[config.mk]
export PLATFORM = sky130hd
export DESIGN_NAME = barrel_shifter
export DESIGN_NICKNAME = d
export VERILOG_FILES = /design/src/rtl/barrel_shifter_pkg.sv /design/src/rtl/barrel_stage.sv /design/src/rtl/barrel_shifter.sv
export SDC_FILE = /design/constraint.sdc
export NUM_CORES = 1
export LEC_CHECK = 0
export CAP_MARGIN = 20
export CORE_MARGIN = 10
export CORE_UTILIZATION = 35
export DETAILED_ROUTE_END_ITERATION = 12
export GPL_TIMING_DRIVEN = 1
export SYNTH_ARGS = -nofsm -noshare
export SYNTH_HDL_FRONTEND = slang
export SYNTH_SLANG_ARGS = --single-unit
[constraint.sdc]
create_clock -name clk -period 1 [get_ports clk]
set_clock_uncertainty 0.2 [all_clocks]
set_input_delay 0.2 -clock clk [delete_from_list [all_inputs] [get_ports clk]]
set_output_delay 0.2 -clock clk [all_outputs]
set_load 0.02 [all_outputs]
[src/rtl/barrel_shifter_pkg.sv]
// Shared mode encoding and fill-bit helper for the barrel shifter.
package barrel_shifter_pkg;

  typedef enum logic [2:0] {
    MODE_ROL = 3'b000,
    MODE_ROR = 3'b001,
    MODE_LSL = 3'b010,
    MODE_LSR = 3'b011,
    MODE_ASR = 3'b100
  } mode_e;

  // Only arithmetic right shift replicates the sign bit; every other shift zero-fills.
  function automatic logic fill_bit(input logic [2:0] mode, input logic msb);
    return (mode == MODE_ASR) ? msb : 1'b0;
  endfunction

endpackage

[src/rtl/barrel_stage.sv]
// One mux level of the shifter: left-moves data by DIST when en is set.
// Combinational; no backpressure.
module barrel_stage #(
  parameter int WIDTH = 4,
  parameter int DIST  = 1
) (
  input  logic [WIDTH-1:0] data,
  input  logic             en,
  input  logic             rotate,
  input  logic             fill,
  output logic [WIDTH-1:0] result
);

  logic [DIST-1:0] low_bits;

  // Rotates recirculate the bits pushed off the top; shifts inject the fill bit.
  assign low_bits = rotate ? data[WIDTH-1 -: DIST] : {DIST{fill}};
  assign result   = en ? {data[WIDTH-DIST-1:0], low_bits} : data;

endmodule

[src/rtl/barrel_shifter.sv]
// Variable-distance shift/rotate with a registered output.
// Latency 1 cycle, one result per cycle, no backpressure.
module barrel_shifter
  import barrel_shifter_pkg::*;
#(
  parameter int WIDTH = 4,
  parameter int SHW   = $clog2(WIDTH)
) (
  input  logic             clk,
  input  logic             rst_n,
  input  logic             in_valid,
  input  logic [WIDTH-1:0] in,
  input  logic [SHW-1:0]   shift,
  input  logic [2:0]       mode,
  output logic [WIDTH-1:0] out,
  output logic             out_valid
);

  logic                       is_right;
  logic                       rotate;
  logic                       pass;
  logic                       fill;
  logic [WIDTH-1:0]           core_in;
  logic [WIDTH-1:0]           result;
  logic [SHW:0][WIDTH-1:0]    stage_dat;

  always_comb begin
    is_right = 1'b0;
    rotate   = 1'b0;
    pass     = 1'b0;
    case (mode)
      MODE_ROL: rotate = 1'b1;
      MODE_ROR: begin
        rotate   = 1'b1;
        is_right = 1'b1;
      end
      MODE_LSL: ;
      MODE_LSR,
      MODE_ASR: is_right = 1'b1;
      default:  pass = 1'b1;
    endcase
  end

  assign fill = fill_bit(mode, in[WIDTH-1]);

  // Right operations reuse the left-moving core by reversing bit order on both sides.
  always_comb begin
    core_in = in;
    if (is_right) begin
      for (int i = 0; i < WIDTH; i++) core_in[i] = in[WIDTH-1-i];
    end
  end

  assign stage_dat[0] = core_in;

  for (genvar k = 0; k < SHW; k++) begin : g_stage
    barrel_stage #(
      .WIDTH(WIDTH),
      .DIST (1 << k)
    ) u_stage (
      .data  (stage_dat[k]),
      .en    (shift[k] & ~pass),
      .rotate(rotate),
      .fill  (fill),
      .result(stage_dat[k+1])
    );
  end

  always_comb begin
    result = stage_dat[SHW];
    if (is_right) begin
      for (int i = 0; i < WIDTH; i++) result[i] = stage_dat[SHW][WIDTH-1-i];
    end
  end

  always_ff @(posedge clk or negedge rst_n) begin
    if (!rst_n) begin
      out       <= '0;
      out_valid <= 1'b0;
    end else begin
      out_valid <= in_valid;
      if (in_valid) out <= result;
    end
  end

endmodule

==> impl_metrics.env, run 1 <==
export IMPL_status="finished, violations left"
export IMPL_violations="negative hold slack, negative setup slack"
export IMPL_drt_total_wl_mm=2.041
export IMPL_cp_top_family="compound AO/OA/AOI/OAI gates"
export IMPL_fillCellCount=115
export IMPL_final_hold_viol_count=5
export IMPL_maxCapViolations=0
export IMPL_die_area_mm2=0.003783
export IMPL_design_area_mm2=0.001117
export IMPL_crit_start="mode[1]"
export IMPL_htree_levels=1
export IMPL_clockBufferDepth=2
export IMPL_syn_avg_cell_area_um2=8.740
export IMPL_fin_crit_sh=1.434
export IMPL_yosysWarnings=0
export IMPL_yosys_top_cells_count="o221ai_1, dfrtp_1, mux2i_1, nand2b_1"
export IMPL_internal_power_mw=0.6987
export IMPL_dr_pass1_iters=6
export IMPL_cts_buffers=3
export IMPL_clk_latency_ns=0.24
export IMPL_grt_start_max_net_pins=10
export IMPL_ir_drop_mv=0.9730
export IMPL_r2r_slack_ns=-0.03
export IMPL_power_leakage_nw=0.4877
export IMPL_async_flop_share=1.000
export IMPL_cts_sinks=5
export IMPL_diodes=0
export IMPL_worstReg2RegStart="out[3]"
export IMPL_syn_inst=69
export IMPL_yosysMostFrequentCell="o221ai_1"
export IMPL_fin_nets=121
export IMPL_die_h_um=61.51
export IMPL_ys_seq_area_frac=0.2075
export IMPL_switchingPower_mw=0.3721
export IMPL_tightest_slew_ns=0.2370
export IMPL_drc=0
export IMPL_grt_overflow=0
export IMPL_path_class="primary input to flip-flop"
export IMPL_startpoint_type="primary input"
export IMPL_synth_edf_count=0
export IMPL_max_freq_mhz=697.2
export IMPL_grt_pass1_vias=709
export IMPL_r2r_end="out[3]"
export IMPL_setup_ws_ns=-0.4343
export IMPL_wl_per_cell_um=16.46
export IMPL_setup_viol=9
export IMPL_rsz0062_at_grt="yes"
export IMPL_cts_root_buf="clkbuf_4"
export IMPL_start_util=0.3868
export IMPL_synth_cell_types=33
export IMPL_hold_ws_ns=-0.02382
export IMPL_synth_top_cell_by_area="dfrtp_1"
export IMPL_power_density_mw_per_mm2=958.4
export IMPL_synthesis_nets=81
export IMPL_crit_buf_inv=1
export IMPL_critical_path_max_stage_delay_ns=0.42
export IMPL_viasPerCell=5.806
export IMPL_ant_nets=0
export IMPL_antenna_found_initial=0
export IMPL_reg2reg_depth=3
export IMPL_rows=14
export IMPL_pin_count=17
export IMPL_hpwl_mm=1.486
export IMPL_vias=720
export IMPL_chipWidth_um=61.51
export IMPL_place_congestion=0.8286
export IMPL_clkTransAtPathRegs_ns=0.05
export IMPL_cp_max_fo=3
export IMPL_ys_seq_elements=5
export IMPL_p_seq_frac=0.237
export IMPL_crit_slowest_cell="or3b_4"
export IMPL_layout_drive_gt1_share=0.6019
export IMPL_track_usage=0.1039
export IMPL_drv_slew=0
export IMPL_hold_class="primary input to async pin"
export IMPL_clockPowerShare=0.224
export IMPL_place_area_um2=888.4
export IMPL_drtIter0Drc=21
export IMPL_min_period_ns=1.434
export IMPL_path_cells="buf_8 -> or3b_4 -> o22ai_4 -> a22oi_2 -> o221ai_2 -> o221ai_1"
export IMPL_cts_tree="done"
export IMPL_portBuffers=16
export IMPL_pwr_share_comb=0.539
export IMPL_cp_end_kind="flip-flop"
export IMPL_swShare=0.3475
export IMPL_critPathRequiredTime_ns=0.91
export IMPL_netlist_area_um2=603.1
export IMPL_yosysTopAreaCellShare=0.2075
export IMPL_synth_ff_type="dfrtp_1"
export IMPL_yosys_top_cells_area="dfrtp_1, o221ai_1, mux2i_1"
export IMPL_core_area_mm2=0.001559
export IMPL_grt_pass1_wl_mm=3.098
export IMPL_slew_headroom=0.8420
export IMPL_worstPathArrival_ns=1.34
export IMPL_area_delta_synth_final_pct=85.27
==> stage by stage <==
step / util / std cells / worst slack, ns / setup TNS (ns) / total power [mW]
finish: 0.7167 / 124 / -0.4343 / -2.474 / 1.071
global route: 0.7167 / 124 / -0.4768 / -2.704 / 1.121
CTS: 0.6437 / 123 / -0.5970 / -2.947 / 0.9939
detailed placement: 0.5698 / 113 / -1.137 / -6.227 / 0.6883
global placement: 0.5698 / 113 / -1.118 / -6.144 / 0.6864
floorplan: - / 69 / -0.5567 / -2.081 / 0.4859
==> worst max path at each step <==
stage                         to  cells past startpoint
after floorplan           out[0]                      6
after CTS                 out[3]                      7
after global routing      out[0]                      7
after global placement    out[2]                      7
final                     out[0]                      6
after detailed placement  out[3]                      6
==> registers in the layout, summed over array words and instances (netlist names) <==
signal,cells
out,4
out_valid,1
==> placed cells by master, fill, tap and decap left out, drive strengths merged, types with 2 or more instances in the layout <==
| master | netlist | routed |
|---|---|---|
| o21ai | 4 | 4 |
| nand2b | 5 | 5 |
| nand3 | 4 | 4 |
| inv | 3 | 2 |
| a31oi | 2 | 2 |
| nor2 | 4 | 4 |
| clkdlybuf4s50 | 0 | 2 |
| nand2 | 4 | 4 |
| mux2 | 3 | 3 |
| dfrtp | 5 | 5 |
| a211o | 2 | 2 |
| mux2i | 5 | 5 |
| clkbuf | 0 | 8 |
| o221ai | 8 | 8 |
| buf | 5 | 33 |
==> routing by layer <==
layer,share of wire,up-vias,GRT usage
li1,-,350,-
met1,0.41,335,0.1101
met2,0.50,29,0.1889
met3,0.065,6,0.02881
met4,0.026,0,0.04140
met5,0,-,0
==> cell type report <==
cell class                 instances  area, um2  share of cell area
multi-input combinational         56      549.3              0.4916
timing repair buffer              40      381.6              0.3415
sequential                         5      125.1              0.1120
clock buffer                       4      26.28             0.02352
tap                               16      20.02             0.01792
inverter                           3      15.01             0.01344
==> logic make-up after synthesis <==
family,share of synthesized area
AOI/OAI and AO/OA,0.3195
DFF,0.2075
muxes,0.1390
and+or+nand+nor,0.2179
xor gates and xnor gates,0.02698
buffers and inverters,0.08919
==> repair_timing <==
action	in CTS	in global routing
pin swaps	11	13
resized for setup	61	33
setup buffers	6	2
endpoints found under the setup margin	9	9
hold endpoints to repair	5	5
==> worst reg2reg max path, stage by stage (launching register included) <==
cell	delay (ns)
dfrtp_1	0.39
buf_4	0.14
nand2b_1	0.09
o221ai_2	0.09
==> power by group through the flow <==
stage               combinational, mW  sequential [mW]  clock (mW)
floorplan                       0.198            0.288           0
global placement                0.436            0.250           0
detailed placement              0.437            0.251           0
CTS                             0.503            0.253       0.238
global route                    0.614            0.256       0.250
finish                          0.577            0.254       0.240
Note: power is estimated with default switching activity, not from simulation.
==> inputs of run 2 (changes only) <==
- CORE_UTILIZATION: 35 -> 38
- PLACE_DENSITY: default -> 0.66
==> impl_metrics.env, run 2 (synthesis results as in run 1) <==
export IMPL_track_usage=0.1236
export IMPL_cp_end_kind="flip-flop"
export IMPL_path_class="primary input to flip-flop"
export IMPL_violations="negative hold slack, negative setup slack"
export IMPL_setup_ws_ns=-0.4960
export IMPL_die_area_mm2=0.003580
export IMPL_grt_start_max_net_pins=12
export IMPL_antenna_found_initial=0
export IMPL_fin_nets=121
export IMPL_wl_per_cell_um=18.38
export IMPL_power_density_mw_per_mm2=1001
export IMPL_critical_path_max_stage_delay_ns=0.41
export IMPL_core_area_mm2=0.001506
export IMPL_cp_top_family="compound AO/OA/AOI/OAI gates"
export IMPL_diodes=0
export IMPL_start_util=0.4003
export IMPL_ant_nets=0
export IMPL_area_delta_synth_final_pct=72.82
export IMPL_cts_sinks=5
export IMPL_htree_levels=1
export IMPL_power_leakage_nw=0.4582
export IMPL_pin_count=17
export IMPL_fin_crit_sh=1.496
export IMPL_drc=0
export IMPL_max_freq_mhz=668.5
export IMPL_worstPathArrival_ns=1.40
export IMPL_rsz0062_at_grt="yes"
export IMPL_path_cells="buf_6 -> buf_6 -> or3b_4 -> o22ai_4 -> a22oi_2 -> o221ai_2 -> o221ai_1"
export IMPL_cts_buffers=3
export IMPL_crit_buf_inv=2
export IMPL_post_route_util=0.6919
export IMPL_drtIter0Drc=12
export IMPL_startpoint_type="primary input"
export IMPL_cp_max_fo=4
export IMPL_drt_total_wl_mm=2.279
export IMPL_slew_headroom=0.8298
export IMPL_maxCapViolations=0
export IMPL_largest_register_ffs=4
export IMPL_crit_slowest_cell="or3b_4"
export IMPL_dr_pass1_iters=4
export IMPL_min_period_ns=1.496
export IMPL_final_cell_mix="buf_4, buf_6, nand2b_1, dfrtp_1"
export IMPL_fillCellCount=121
export IMPL_drv_slew=0
export IMPL_ir_drop_mv=0.8724
export IMPL_die_h_um=59.84
export IMPL_clk_latency_ns=0.25
export IMPL_cp_common_cell="buf_6"
export IMPL_portBuffers=16
export IMPL_critPathRequiredTime_ns=0.91
export IMPL_viasPerCell=6.056
export IMPL_hold_class="primary input to async pin"
export IMPL_place_congestion=0.8622
export IMPL_grt_pass1_vias=758
export IMPL_reg_top3="out: 4 flops, out_valid: 1 flops"
export IMPL_chipWidth_um=59.84
export IMPL_status="finished, violations left"
export IMPL_hold_ws_ns=-0.01815
export IMPL_grt_overflow=0
export IMPL_final_hold_viol_count=5
export IMPL_tightest_slew_ns=0.2546
export IMPL_grt_pass1_wl_mm=3.546
export IMPL_clockBufferDepth=2
export IMPL_vias=751
export IMPL_hpwl_mm=1.488
export IMPL_cts_tree="done"
export IMPL_final_common_cell="buf_4"
export IMPL_place_ws_ns=-1.108
export IMPL_cts_root_buf="clkbuf_4"
export IMPL_layout_drive_gt1_share=0.5741
export IMPL_rows=14
export IMPL_clkTransAtPathRegs_ns=0.05
export IMPL_setup_viol=9
export IMPL_regMostFlops="out"
## run 2: worst paths after layout
path,slack (ns),depth (start not counted),to,from
max,-0.50,7,out[3],mode[0]
min,-0.02,1,out[1],rst_n
max reg2reg,-0.04,3,out[3],out[3]
min reg2reg,0.34,2,out[0],out[0]
max in group asynchronous,0.41,1,out[3],rst_n
min in group clk,0.34,2,out[0],out[0]
## run 2: per-stage QoR
stage | std cells | TNS [ns] | power [mW] | instance area (um2)
2_1_floorplan | 69 | -2.081 | 0.4859 | 623.1
4_1_cts | 122 | -2.855 | 1.005 | 1013
6_report | 124 | -2.724 | 1.043 | 1042
3_5_place_dp | 112 | -6.132 | 0.6861 | 880.8
5_1_grt | 124 | -3.064 | 1.100 | 1042
3_3_place_gp | 112 | -6.103 | 0.6849 | 880.8
## run 2: cell type report
class                   count  area [um2]  share of cell area
multi-input cells          56       525.5              0.5042
repair buffers             40       330.3              0.3169
flip-flops and latches      5       125.1              0.1200
clock buffers               4       26.28             0.02521
well taps                  16       20.02             0.01921
inverters                   3       15.01             0.01441
## run 2: power breakdown
part	internal [mW]	switching, mW
registers	0.233	0.0234
logic	0.283	0.262
clock network	0.151	0.0913
## run 2: repair_timing
action                                  4_1_cts  5_1_grt
endpoints found under the hold margin         5        5
endpoints found under the setup margin        9        9
buffers inserted                              6        2
resized for setup                            60       15
pin swaps                                    10        7
## run 2: metal layers
metal,vias to the layer above,GRT usage,share of wire
li1,353,-,-
met1,364,0.1531,0.45
met2,26,0.1853,0.46
met3,8,0.05508,0.064
met4,0,0.03846,0.028
met5,-,0,0
==> inputs of run 3 (changes only) <==
- clock period: 1 -> 1.52 ns (I/O delays scaled with it)
==> impl_metrics.env, run 3 (synthesis results as in run 1) <==
export IMPL_place_ws_ns=-0.7569
export IMPL_drv_slew=0
export IMPL_max_freq_mhz=629.7
export IMPL_ant_nets=0
export IMPL_worstPathArrival_ns=1.56
export IMPL_final_hold_viol_count=0
export IMPL_power_density_mw_per_mm2=632.0
export IMPL_grt_pass1_wl_mm=4.050
export IMPL_clkTransAtPathRegs_ns=0.05
export IMPL_diodes=0
export IMPL_area_delta_synth_final_pct=84.86
export IMPL_switchingPower_mw=0.2694
export IMPL_final_cell_mix="buf_4, dlygate4sd2_1, nand2b_1, buf_6, dfrtp_1"
export IMPL_cts_sinks=5
export IMPL_drtIter0Drc=27
export IMPL_fin_nets=120
export IMPL_start_util=0.4003
export IMPL_drc=0
export IMPL_grt_pass1_vias=820
export IMPL_setup_viol=4
export IMPL_final_common_cell="buf_4"
export IMPL_pin_count=17
export IMPL_min_period_ns=1.588
export IMPL_cts_tree="done"
export IMPL_crit_start="mode[2]"
export IMPL_rsz0062_at_grt="yes"
export IMPL_internal_power_mw=0.4351
export IMPL_cts_buffers=3
export IMPL_rows=14
export IMPL_die_area_mm2=0.003580
export IMPL_wl_met2_mm=1.289
export IMPL_grt_overflow=0
export IMPL_startpoint_type="primary input"
export IMPL_portBuffers=16
export IMPL_path_class="primary input to flip-flop"
export IMPL_layout_drive_gt1_share=0.5794
export IMPL_die_h_um=59.84
export IMPL_wl_per_cell_um=21.78
export IMPL_tightest_slew_ns=0.2579
export IMPL_violations="negative setup slack"
export IMPL_hpwl_mm=1.492
export IMPL_top_layer_used="met4"
export IMPL_status="finished, violations left"
export IMPL_regMostFlops="out"
export IMPL_clockPowerShare=0.235
export IMPL_clk_latency_ns=0.25
export IMPL_grt_start_max_net_pins=8
export IMPL_clockBufferDepth=2
export IMPL_cts_root_buf="clkbuf_4"
export IMPL_drt_total_wl_mm=2.679
export IMPL_cp_max_fo=3
export IMPL_core_area_mm2=0.001506
export IMPL_viasPerCell=6.585
export IMPL_fin_crit_sh=1.045
export IMPL_cts_hold_buf=0
export IMPL_vias=810
export IMPL_setup_ws_ns=-0.06806
export IMPL_place_congestion=0.8031
export IMPL_chipWidth_um=59.84
export IMPL_power_leakage_nw=0.4721
export IMPL_slew_headroom=0.8275
export IMPL_dr_wl_met3_um=270
export IMPL_maxCapViolations=0
export IMPL_worstReg2RegStart="out[0]"
export IMPL_critPathRequiredTime_ns=1.49
export IMPL_pwr_share_comb=0.532
export IMPL_fin_setup_tns_ns=-0.1765
export IMPL_hold_ws_ns=0.08222
export IMPL_ir_drop_mv=0.6232
export IMPL_dr_pass1_iters=5
export IMPL_track_usage=0.1490
export IMPL_cp_end_kind="flip-flop"
export IMPL_swShare=0.3824
export IMPL_wl_met1_mm=1.024
export IMPL_p_seq_frac=0.233
export IMPL_reg_top3="out: 4 flops, out_valid: 1 flops"
export IMPL_antenna_found_initial=0
export IMPL_htree_levels=1
export IMPL_largest_register_ffs=4
export IMPL_hold_class="primary input to async pin"
run 3: cell types whose count changed in the layout (fill, tap and decap cells not counted), sizes merged:
cell,previous run,this run
clkbuf,7,6
dlygate4sd2,3,7
buf,32,28
run 3: path summary, 6_finish.rpt:
check	end	slack (ns)	depth (start not counted)
worst max-delay path	out[0]	-0.07	6
worst min-delay path	out[1]	0.08	1
worst max register to register	out[0]	0.62	2
worst min register to register	out[2]	0.31	2
max in group asynchronous	out_valid	0.83	1
min in group clk	out[2]	0.31	2
run 3: area by class of cell:
class | count | area [um2]
clock buffers | 4 | 26.28
well taps | 16 | 20.02
repair buffers | 39 | 335.3
fillers | 103 | 391.6
flip-flops and latches | 5 | 125.1
inverters | 3 | 15.01
multi-input cells | 56 | 593.1
run 3: power by group through the flow:
| stage | logic (mW) | clock network [mW] | registers, mW |
|---|---|---|---|
| floorplan | 0.131 | 0 | 0.189 |
| global placement | 0.277 | 0 | 0.166 |
| detailed placement | 0.279 | 0 | 0.166 |
| CTS | 0.337 | 0.160 | 0.164 |
| global route | 0.397 | 0.180 | 0.166 |
| finish | 0.375 | 0.165 | 0.164 |
run 3: worst max-delay path: stages:
cell and delay [ns]:
buf_2 0.12, or3b_4 0.43, o221ai_1 0.21, a211o_2 0.19
o221ai_4 0.10, o221ai_2 0.20
run 3: layer usage:
metal,vias to the layer above,global-route usage
met3,12,0.06144
met1,396,0.1665
met5,-,0
met4,0,0.06410
li1,352,-
met2,50,0.2412
run 3: what timing repair did:
action / CTS / global route
pin swaps: 14 / 10
setup endpoints to repair: 9 / 4
gates resized for setup: 57 / 18
endpoints found under the hold margin: 0 / 0
buffers inserted: 12 / 3
run 3: stage by stage:
step / utilization / cell area (um2) / cells / power, mW
5_1_grt: 0.7400 / 1115 / 123 / 0.7436
6_report: 0.7400 / 1115 / 123 / 0.7045
4_1_cts: 0.7143 / 1076 / 122 / 0.6611
3_3_place_gp: 0.5631 / 848.3 / 106 / 0.4430
2_1_floorplan: - / 623.1 / 69 / 0.3197
3_5_place_dp: 0.5631 / 848.3 / 106 / 0.4452
